`config.mk`:
```
export PLATFORM = sky130hd
export DESIGN_NAME = fp_mult_pipe_flat
export DESIGN_NICKNAME = d
export VERILOG_FILES = /design/src/rtl/fp_pkg.sv /design/src/rtl/fp_mult_pipe_if.sv /design/src/rtl/fp_round_pack.sv /design/src/rtl/fp_mult_pipe.sv /design/src/flat_wrapper.sv
export SDC_FILE = /design/constraint.sdc
export NUM_CORES = 2
export LEC_CHECK = 0
export BUFFER_PORTS_ARGS = -buffer_cell sky130_fd_sc_hd__buf_2
export CORE_ASPECT_RATIO = 2
export CORE_MARGIN = 2
export CORE_UTILIZATION = 70
export DETAILED_ROUTE_END_ITERATION = 12
export MAX_ROUTING_LAYER = met4
export PLACE_DENSITY = 0.89
export SLEW_MARGIN = 25
export SYNTH_ARGS = -nofsm -noshare
export SYNTH_HDL_FRONTEND = slang
export SYNTH_SLANG_ARGS = --single-unit
```
`constraint.sdc`:
```
create_clock -name clk -period 17.9 [get_ports clk]
set_input_delay 3.58 -clock clk [delete_from_list [all_inputs] [get_ports clk]]
set_output_delay 3.58 -clock clk [all_outputs]
set_load 0.02 [all_outputs]
```
`src/rtl/fp_pkg.sv`:
```
// Shared floating-point helpers: operand classes, flag indices, field access and
// canonical special-value construction for any EXP_W/MAN_W up to 64 bits total.
package fp_pkg;

  localparam int unsigned MAX_W = 64;
  typedef logic [MAX_W-1:0] word_t;

  typedef enum logic [1:0] {ZERO, NORM, INF, NAN} cls_e;

  localparam int unsigned FLAG_W         = 4;
  localparam int unsigned FLAG_INEXACT   = 0;
  localparam int unsigned FLAG_UNDERFLOW = 1;
  localparam int unsigned FLAG_OVERFLOW  = 2;
  localparam int unsigned FLAG_INVALID   = 3;

  function automatic logic field_sign(word_t x, int unsigned exp_w, int unsigned man_w);
    return x[exp_w+man_w];
  endfunction

  function automatic word_t field_exp(word_t x, int unsigned exp_w, int unsigned man_w);
    return (x >> man_w) & ((word_t'(1) << exp_w) - word_t'(1));
  endfunction

  function automatic word_t field_frac(word_t x, int unsigned man_w);
    return x & ((word_t'(1) << man_w) - word_t'(1));
  endfunction

  // Subnormals (exp=0, frac!=0) deliberately classify as ZERO: they are flushed.
  function automatic cls_e classify(word_t e, word_t f, int unsigned exp_w);
    word_t ones;
    ones = (word_t'(1) << exp_w) - word_t'(1);
    if (e == '0)        return ZERO;
    else if (e == ones) return (f == '0) ? INF : NAN;
    else                return NORM;
  endfunction

  function automatic word_t make_zero(logic sign, int unsigned exp_w, int unsigned man_w);
    return word_t'(sign) << (exp_w + man_w);
  endfunction

  function automatic word_t make_inf(logic sign, int unsigned exp_w, int unsigned man_w);
    return make_zero(sign, exp_w, man_w) |
           (((word_t'(1) << exp_w) - word_t'(1)) << man_w);
  endfunction

  function automatic word_t make_qnan(int unsigned exp_w, int unsigned man_w);
    return make_inf(1'b0, exp_w, man_w) | (word_t'(1) << (man_w - 1));
  endfunction

endpackage

```
`src/rtl/fp_mult_pipe_if.sv`:
```
// Operand/result stream interface for fp_mult_pipe; the multiplier is the slave.
interface fp_mult_pipe_if #(
  parameter int unsigned EXP_W = 8,
  parameter int unsigned MAN_W = 23
);
  localparam int unsigned W = 1 + EXP_W + MAN_W;

  logic         in_valid;
  logic         in_ready;
  logic [W-1:0] in_a;
  logic [W-1:0] in_b;
  logic         out_valid;
  logic         out_ready;
  logic [W-1:0] out_res;
  logic [3:0]   out_flags;

  modport slave (
    input  in_valid, in_a, in_b, out_ready,
    output in_ready, out_valid, out_res, out_flags
  );

  modport master (
    output in_valid, in_a, in_b, out_ready,
    input  in_ready, out_valid, out_res, out_flags
  );
endinterface

```
`src/rtl/fp_round_pack.sv`:
```
// Combinational normalise/round/pack of a raw mantissa product.
// FP_MULT_RNE_EN selects round-to-nearest-even; otherwise truncation.
module fp_round_pack
  import fp_pkg::*;
#(
  parameter int unsigned EXP_W = 8,
  parameter int unsigned MAN_W = 23
) (
  input  logic                     sign_i,
  input  logic [EXP_W+1:0]         esum_i,
  input  logic [2*MAN_W+1:0]       prod_i,
  output logic [EXP_W+MAN_W:0]     res_c_o,
  output logic [FLAG_W-1:0]        flags_c_o
);
  localparam int unsigned W       = 1 + EXP_W + MAN_W;
  localparam int unsigned ES_W    = EXP_W + 2;
  localparam int unsigned P_W     = 2 * MAN_W + 2;
  localparam int unsigned FR_W    = MAN_W + 1;
  localparam int unsigned EXP_MAX = (1 << EXP_W) - 1;

  logic [P_W-2:0]  norm;
  logic [MAN_W-1:0] frac;
  logic            guard;
  logic            sticky;
  logic            inc;
  logic [FR_W-1:0] frac_r;
  logic [ES_W-1:0] exp_r;

  always_comb begin
    // Drop the hidden bit; a product in [1,2) needs one extra left shift.
    norm   = prod_i[P_W-1] ? prod_i[P_W-2:0] : {prod_i[P_W-3:0], 1'b0};
    frac   = norm[2*MAN_W:MAN_W+1];
    guard  = norm[MAN_W];
    sticky = |norm[MAN_W-1:0];
`ifdef FP_MULT_RNE_EN
    inc    = guard & (sticky | frac[0]);
`else
    inc    = 1'b0;
`endif
    // A carry out leaves the fraction at zero, i.e. mantissa 1.0 one binade up.
    frac_r = {1'b0, frac} + FR_W'(inc);
    exp_r  = esum_i + ES_W'(prod_i[P_W-1]) + ES_W'(frac_r[MAN_W]);

    res_c_o   = {sign_i, exp_r[EXP_W-1:0], frac_r[MAN_W-1:0]};
    flags_c_o = '0;
    flags_c_o[FLAG_INEXACT] = guard | sticky;

    if ($signed(exp_r) >= $signed(ES_W'(EXP_MAX))) begin
      res_c_o = W'(make_inf(sign_i, EXP_W, MAN_W));
      flags_c_o[FLAG_OVERFLOW] = 1'b1;
      flags_c_o[FLAG_INEXACT]  = 1'b1;
    end else if ($signed(exp_r) <= $signed(ES_W'(0))) begin
      res_c_o = W'(make_zero(sign_i, EXP_W, MAN_W));
      flags_c_o[FLAG_UNDERFLOW] = 1'b1;
      flags_c_o[FLAG_INEXACT]   = 1'b1;
    end
  end

endmodule

```
`src/rtl/fp_mult_pipe.sv`:
```
// 3-stage pipelined floating-point multiplier with valid/ready backpressure.
// Rounding mode: FP_MULT_RNE_EN defined -> nearest-even, else truncate.
module fp_mult_pipe
  import fp_pkg::*;
#(
  parameter int unsigned EXP_W = 8,
  parameter int unsigned MAN_W = 23
) (
  input  logic          clk,
  input  logic          rst_n,
  fp_mult_pipe_if.slave bus
);
  localparam int unsigned W    = 1 + EXP_W + MAN_W;
  localparam int unsigned BIAS = (1 << (EXP_W - 1)) - 1;
  localparam int unsigned ES_W = EXP_W + 2;
  localparam int unsigned M_W  = MAN_W + 1;
  localparam int unsigned P_W  = 2 * M_W;

  logic adv;

  word_t            a_w, b_w;
  logic [EXP_W-1:0] a_exp, b_exp;
  logic [MAN_W-1:0] a_frac, b_frac;
  cls_e             a_cls, b_cls;
  logic             nan_any, inf_zero, snan;

  logic              s1_valid_q, s2_valid_q, out_valid_q;
  logic              s1_sign_d, s1_sign_q, s2_sign_q;
  logic [ES_W-1:0]   s1_esum_d, s1_esum_q, s2_esum_q;
  logic [M_W-1:0]    s1_ma_d, s1_ma_q, s1_mb_d, s1_mb_q;
  logic [P_W-1:0]    s2_prod_q;
  logic              s1_spec_d, s1_spec_q, s2_spec_q;
  logic [W-1:0]      s1_spec_res_d, s1_spec_res_q, s2_spec_res_q;
  logic [FLAG_W-1:0] s1_spec_flags_d, s1_spec_flags_q, s2_spec_flags_q;

  logic [W-1:0]      rp_res, out_res_d, out_res_q;
  logic [FLAG_W-1:0] rp_flags, out_flags_d, out_flags_q;

  // Whole pipe moves together; bubbles are held as well when stalled.
  always_comb adv = !out_valid_q | bus.out_ready;

  assign bus.in_ready  = adv;
  assign bus.out_valid = out_valid_q;
  assign bus.out_res   = out_res_q;
  assign bus.out_flags = out_flags_q;

  // S1: unpack, classify, exponent sum and special-value resolution.
  always_comb begin
    a_w    = word_t'(bus.in_a);
    b_w    = word_t'(bus.in_b);
    a_exp  = EXP_W'(field_exp(a_w, EXP_W, MAN_W));
    b_exp  = EXP_W'(field_exp(b_w, EXP_W, MAN_W));
    a_frac = MAN_W'(field_frac(a_w, MAN_W));
    b_frac = MAN_W'(field_frac(b_w, MAN_W));
    a_cls  = classify(word_t'(a_exp), word_t'(a_frac), EXP_W);
    b_cls  = classify(word_t'(b_exp), word_t'(b_frac), EXP_W);

    s1_sign_d = field_sign(a_w, EXP_W, MAN_W) ^ field_sign(b_w, EXP_W, MAN_W);
    s1_esum_d = ES_W'(a_exp) + ES_W'(b_exp) - ES_W'(BIAS);
    s1_ma_d   = {1'b1, a_frac};
    s1_mb_d   = {1'b1, b_frac};

    nan_any  = (a_cls == NAN) || (b_cls == NAN);
    inf_zero = ((a_cls == INF) && (b_cls == ZERO)) || ((a_cls == ZERO) && (b_cls == INF));
    snan     = ((a_cls == NAN) && !a_frac[MAN_W-1]) || ((b_cls == NAN) && !b_frac[MAN_W-1]);

    s1_spec_d       = 1'b0;
    s1_spec_res_d   = '0;
    s1_spec_flags_d = '0;
    if (nan_any || inf_zero) begin
      s1_spec_d     = 1'b1;
      s1_spec_res_d = W'(make_qnan(EXP_W, MAN_W));
      s1_spec_flags_d[FLAG_INVALID] = inf_zero | snan;
    end else if ((a_cls == INF) || (b_cls == INF)) begin
      s1_spec_d     = 1'b1;
      s1_spec_res_d = W'(make_inf(s1_sign_d, EXP_W, MAN_W));
    end else if ((a_cls == ZERO) || (b_cls == ZERO)) begin
      s1_spec_d     = 1'b1;
      s1_spec_res_d = W'(make_zero(s1_sign_d, EXP_W, MAN_W));
    end
  end

  fp_round_pack #(.EXP_W(EXP_W), .MAN_W(MAN_W)) u_round_pack (
    .sign_i    (s2_sign_q),
    .esum_i    (s2_esum_q),
    .prod_i    (s2_prod_q),
    .res_c_o   (rp_res),
    .flags_c_o (rp_flags)
  );

  always_comb begin
    out_res_d   = s2_spec_q ? s2_spec_res_q   : rp_res;
    out_flags_d = s2_spec_q ? s2_spec_flags_q : rp_flags;
  end

  // Control and output registers; reset drops every in-flight product.
  always_ff @(posedge clk) begin
    if (!rst_n) begin
      s1_valid_q  <= 1'b0;
      s2_valid_q  <= 1'b0;
      out_valid_q <= 1'b0;
      out_res_q   <= '0;
      out_flags_q <= '0;
    end else if (adv) begin
      s1_valid_q  <= bus.in_valid;
      s2_valid_q  <= s1_valid_q;
      out_valid_q <= s2_valid_q;
      out_res_q   <= out_res_d;
      out_flags_q <= out_flags_d;
    end
  end

  // Datapath registers are qualified by the valid bits and need no reset.
  always_ff @(posedge clk) begin
    if (adv) begin
      s1_sign_q       <= s1_sign_d;
      s1_esum_q       <= s1_esum_d;
      s1_ma_q         <= s1_ma_d;
      s1_mb_q         <= s1_mb_d;
      s1_spec_q       <= s1_spec_d;
      s1_spec_res_q   <= s1_spec_res_d;
      s1_spec_flags_q <= s1_spec_flags_d;
      s2_sign_q       <= s1_sign_q;
      s2_esum_q       <= s1_esum_q;
      s2_prod_q       <= P_W'(s1_ma_q) * P_W'(s1_mb_q);
      s2_spec_q       <= s1_spec_q;
      s2_spec_res_q   <= s1_spec_res_q;
      s2_spec_flags_q <= s1_spec_flags_q;
    end
  end

endmodule

```
`src/flat_wrapper.sv`:
```
// flat-port wrapper written by rule: the top's interface ports become plain ports
module fp_mult_pipe_flat import fp_pkg::*;
#(
  parameter int unsigned EXP_W = 8,
  parameter int unsigned MAN_W = 23
)
  (clk, rst_n, bus_in_valid, bus_in_a, bus_in_b, bus_out_ready, bus_in_ready, bus_out_valid, bus_out_res, bus_out_flags);
  fp_mult_pipe_if #(.EXP_W(EXP_W), .MAN_W(MAN_W)) bus_i ();
  input  logic clk;
  input  logic rst_n;
  input wire logic [$bits(bus_i.in_valid)-1:0] bus_in_valid;
  input wire logic [$bits(bus_i.in_a)-1:0] bus_in_a;
  input wire logic [$bits(bus_i.in_b)-1:0] bus_in_b;
  input wire logic [$bits(bus_i.out_ready)-1:0] bus_out_ready;
  output wire logic [$bits(bus_i.in_ready)-1:0] bus_in_ready;
  output wire logic [$bits(bus_i.out_valid)-1:0] bus_out_valid;
  output wire logic [$bits(bus_i.out_res)-1:0] bus_out_res;
  output wire logic [$bits(bus_i.out_flags)-1:0] bus_out_flags;
  assign bus_i.in_valid = bus_in_valid;
  assign bus_i.in_a = bus_in_a;
  assign bus_i.in_b = bus_in_b;
  assign bus_i.out_ready = bus_out_ready;
  assign bus_in_ready = bus_i.in_ready;
  assign bus_out_valid = bus_i.out_valid;
  assign bus_out_res = bus_i.out_res;
  assign bus_out_flags = bus_i.out_flags;
  fp_mult_pipe #(.EXP_W(EXP_W), .MAN_W(MAN_W)) u_core (.clk(clk), .rst_n(rst_n), .bus(bus_i));
endmodule
```
==> out/metrics.cfg <==
[synth]
yosysMostFrequentCell=inv_1
synth_top_area_share_pct=37.68
ys_seq_elements=165
syn-num-nets=3420
postSynthCellCount=2685
synth-warning-count=0
seq_area_frac_synth_pct=17.79
ys_types=73
synth_common_cells=inv_1, fa_1, nand2_1
yosysTopAreaCell=fa_1
synth_edf_count=126
synth-async-reset-ratio_pct=0
synth_flop_cell=edfxtp_1
syn-mean-instance-area_um2=9.557
synth_area_leaders=fa_1, edfxtp_1, ha_1, inv_1, and2_1
syn_area_um2=25660

[critical_path]
crit_path_end_kind=output port
crit_cells=5
worstPathRequired_ps=14320
crit_chain=buf_2 -> nor2b_2 -> buf_4 -> inv_6 -> buf_2
reg2reg_depth=21
timing.rr.start=u_core.s1_mb_q[8]
path_delay_family=buffers and inverters
path_common_cell=buf_2
critPathArrivalTime_ps=4740
critPathKind=input pin to output port
rrSetupSlack_ps=10030
critPathSlowestCell=buf_4
max_stage_delay_ps=380
cp_max_fo=61
critPathBufInv=4
setup.worst_path.end=bus_in_ready
critical_path.startpoint=bus_out_ready
cp-start-kind=input pin
timing.rr.end=u_core.s2_prod_q[44]

[floorplanning]
fp.dieW_um=139.4
core_um2=36290
initial_core_util_pct=70.70
num_rows=99
die_h_um=274.8
io_pins=106
dieArea_um2=38300

[cells_and_area]
drive_gt1_share_pct=7.237
multiInputGateArea_um2=18350
num-fill-cells=2465
nets=3458
area_growth_pct=5.798
register_area_um2=4564

[placement]
port_buffers=105
place_congestion=1.031
hpwl_um=54350

[clock_tree]
cts.sinks=165
cts_root_buf=clkbuf_16
cts_hold_buffers=0
cts_max_path_buffers=2
clkSlewWorstSetupHoldPaths_ps=60
cts_tree=built
cts_repair_resize_count=0
insertion_delay_ps=470
cts_made_buffers=17
htree_levels=4
cts_setup_buffers=0

[routing]
route.detailed.drc=0
drt_iter0_drc=1570
drt-pass1-iter-count=6
num_vias=19693
ant_nets=0
viasPerCell=6.169
wl_um=71270
wl_per_cell_um=22.33

[timing]
tightest_slew_ps=1190
setup_viol=0
max_clock_freq_mhz=120.2
finalSetupTns_ps=0
fin_skew_ps=14.52
final.period_utilization_pct=46.48
slew_viol_final=0
period_needed_ps=8320
max_slew_margin_pct=20.64
hold_viol=0
rsz0062_at_grt=false

[run_status]
status=finished, final reports clean

[global_route]
antenna_found_initial=2
grt_first_pass_wirelength_um=112600
grt_max_degree=80
grt_pass1_vias=22158
overflow=0
grtUsageTotal_pct=40.00

[min_path]
hp-class=flop to flop

[flow_run]
cap_viol_max_count=0

layout make-up:
type	instances	share of cell area (%)
multi-input cells	1798	67.60
flip-flops and latches	165	16.81
inverters	598	8.287
repair buffers	143	3.125
well taps	454	2.092
clock buffers	20	1.724
clock inverters	12	0.3365
diodes	2	0.01844
worst min-delay path by stage:
stage | to | startpoint | depth (start not counted)
detailed placement | u_core.s2_esum_q[1] | u_core.s1_esum_q[1] | 0
global placement | u_core.s2_esum_q[7] | u_core.s1_esum_q[7] | 0
floorplan | u_core.s2_esum_q[0] | u_core.s1_esum_q[0] | 0
finish | u_core.s2_esum_q[9] | u_core.s1_esum_q[9] | 0
global route | u_core.s2_esum_q[9] | u_core.s1_esum_q[9] | 0
CTS | u_core.s2_esum_q[9] | u_core.s1_esum_q[9] | 0
worst register-to-register path, cell delays in order, from the launching register on:
cell	delay, ps
edfxtp_1	930
clkinv_1	740
nor2_1	300
fa_1	460
fa_1	530
inv_1	50
fa_1	390
fa_1	540
inv_1	50
fa_1	490
fa_1	510
inv_1	60
fa_1	480
inv_1	50
ha_1	400
a21oi_1	160
o21ai_0	370
nor4_1	110
a32oi_1	360
nand4b_1	270
o21ai_0	270
xor2_1	90
metrics by stage:
| step | std cells | worst slack, ps | hold slack [ps] | util [%] | area, um2 |
|---|---|---|---|---|---|
| 6_report | 3192 | 9580 | 420.8 | 74.80 | 27150 |
| 5_1_grt | 3192 | 9489 | 428.3 | 74.80 | 27150 |
| 4_1_cts | 3188 | 9603 | 422.4 | 74.70 | 27110 |
| 3_5_place_dp | 3156 | 9607 | 407.0 | 73.16 | 26550 |
| 3_3_place_gp | 3153 | 9630 | 400.9 | 73.04 | 26510 |
| 2_1_floorplan | 2685 | 6656 | 400.3 | - | 25660 |
cell usage in the layout, fill, tap and decap left out, types with 40 or more instances in the layout:
cell,n
inv_1,593
fa_1,483
nand2_1,313
and2_1,247
ha_1,184
edfxtp_1,126
buf_2,105
nor2_1,99
a21oi_1,67
nor3_1,44
o21ai_0,40
state kept, by name, summed over array words and instances (netlist names):
name,flops
u_core.s1_spec_flags_q,1
u_core.bus.out_valid,1
u_core.s2_spec_q,1
u_core.s1_mb_q,23
u_core.s2_sign_q,1
u_core.bus.out_res,32
u_core.s2_spec_res_q,3
u_core.bus.out_flags,4
u_core.s1_valid_q,1
u_core.s1_sign_q,1
u_core.s2_prod_q,48
u_core.s2_esum_q,10
u_core.s1_ma_q,23
u_core.s2_valid_q,1
u_core.s1_spec_res_q,3
u_core.s1_esum_q,10
u_core.s1_spec_q,1
u_core.s2_spec_flags_q,1
cells by family after synthesis:
logic type	count (synthesis)	share of synthesized area [%]
adder cells (fa/ha/maj)	667	46.65
AND/OR/NAND/NOR	816	15.84
AO/OA/AOI/OAI	226	5.842
multiplexers	25	0.9947
buffers and inverters	722	10.70
flip-flops	165	17.79
XOR/XNOR	64	2.184
metal layers:
| layer | track usage, % | up-vias | share of wire (%) |
|---|---|---|---|
| met3 | 7.781 | 488 | 9.1 |
| met1 | 39.77 | 9657 | 30 |
| met4 | 30.89 | 0 | 9.6 |
| met5 | - | - | 0 |
| li1 | - | 8325 | - |
| met2 | 68.55 | 1223 | 51 |
Power is left out: the tool's default activity adds up to more than one toggle a clock period on the data nets, which glitch-free logic cannot reach.
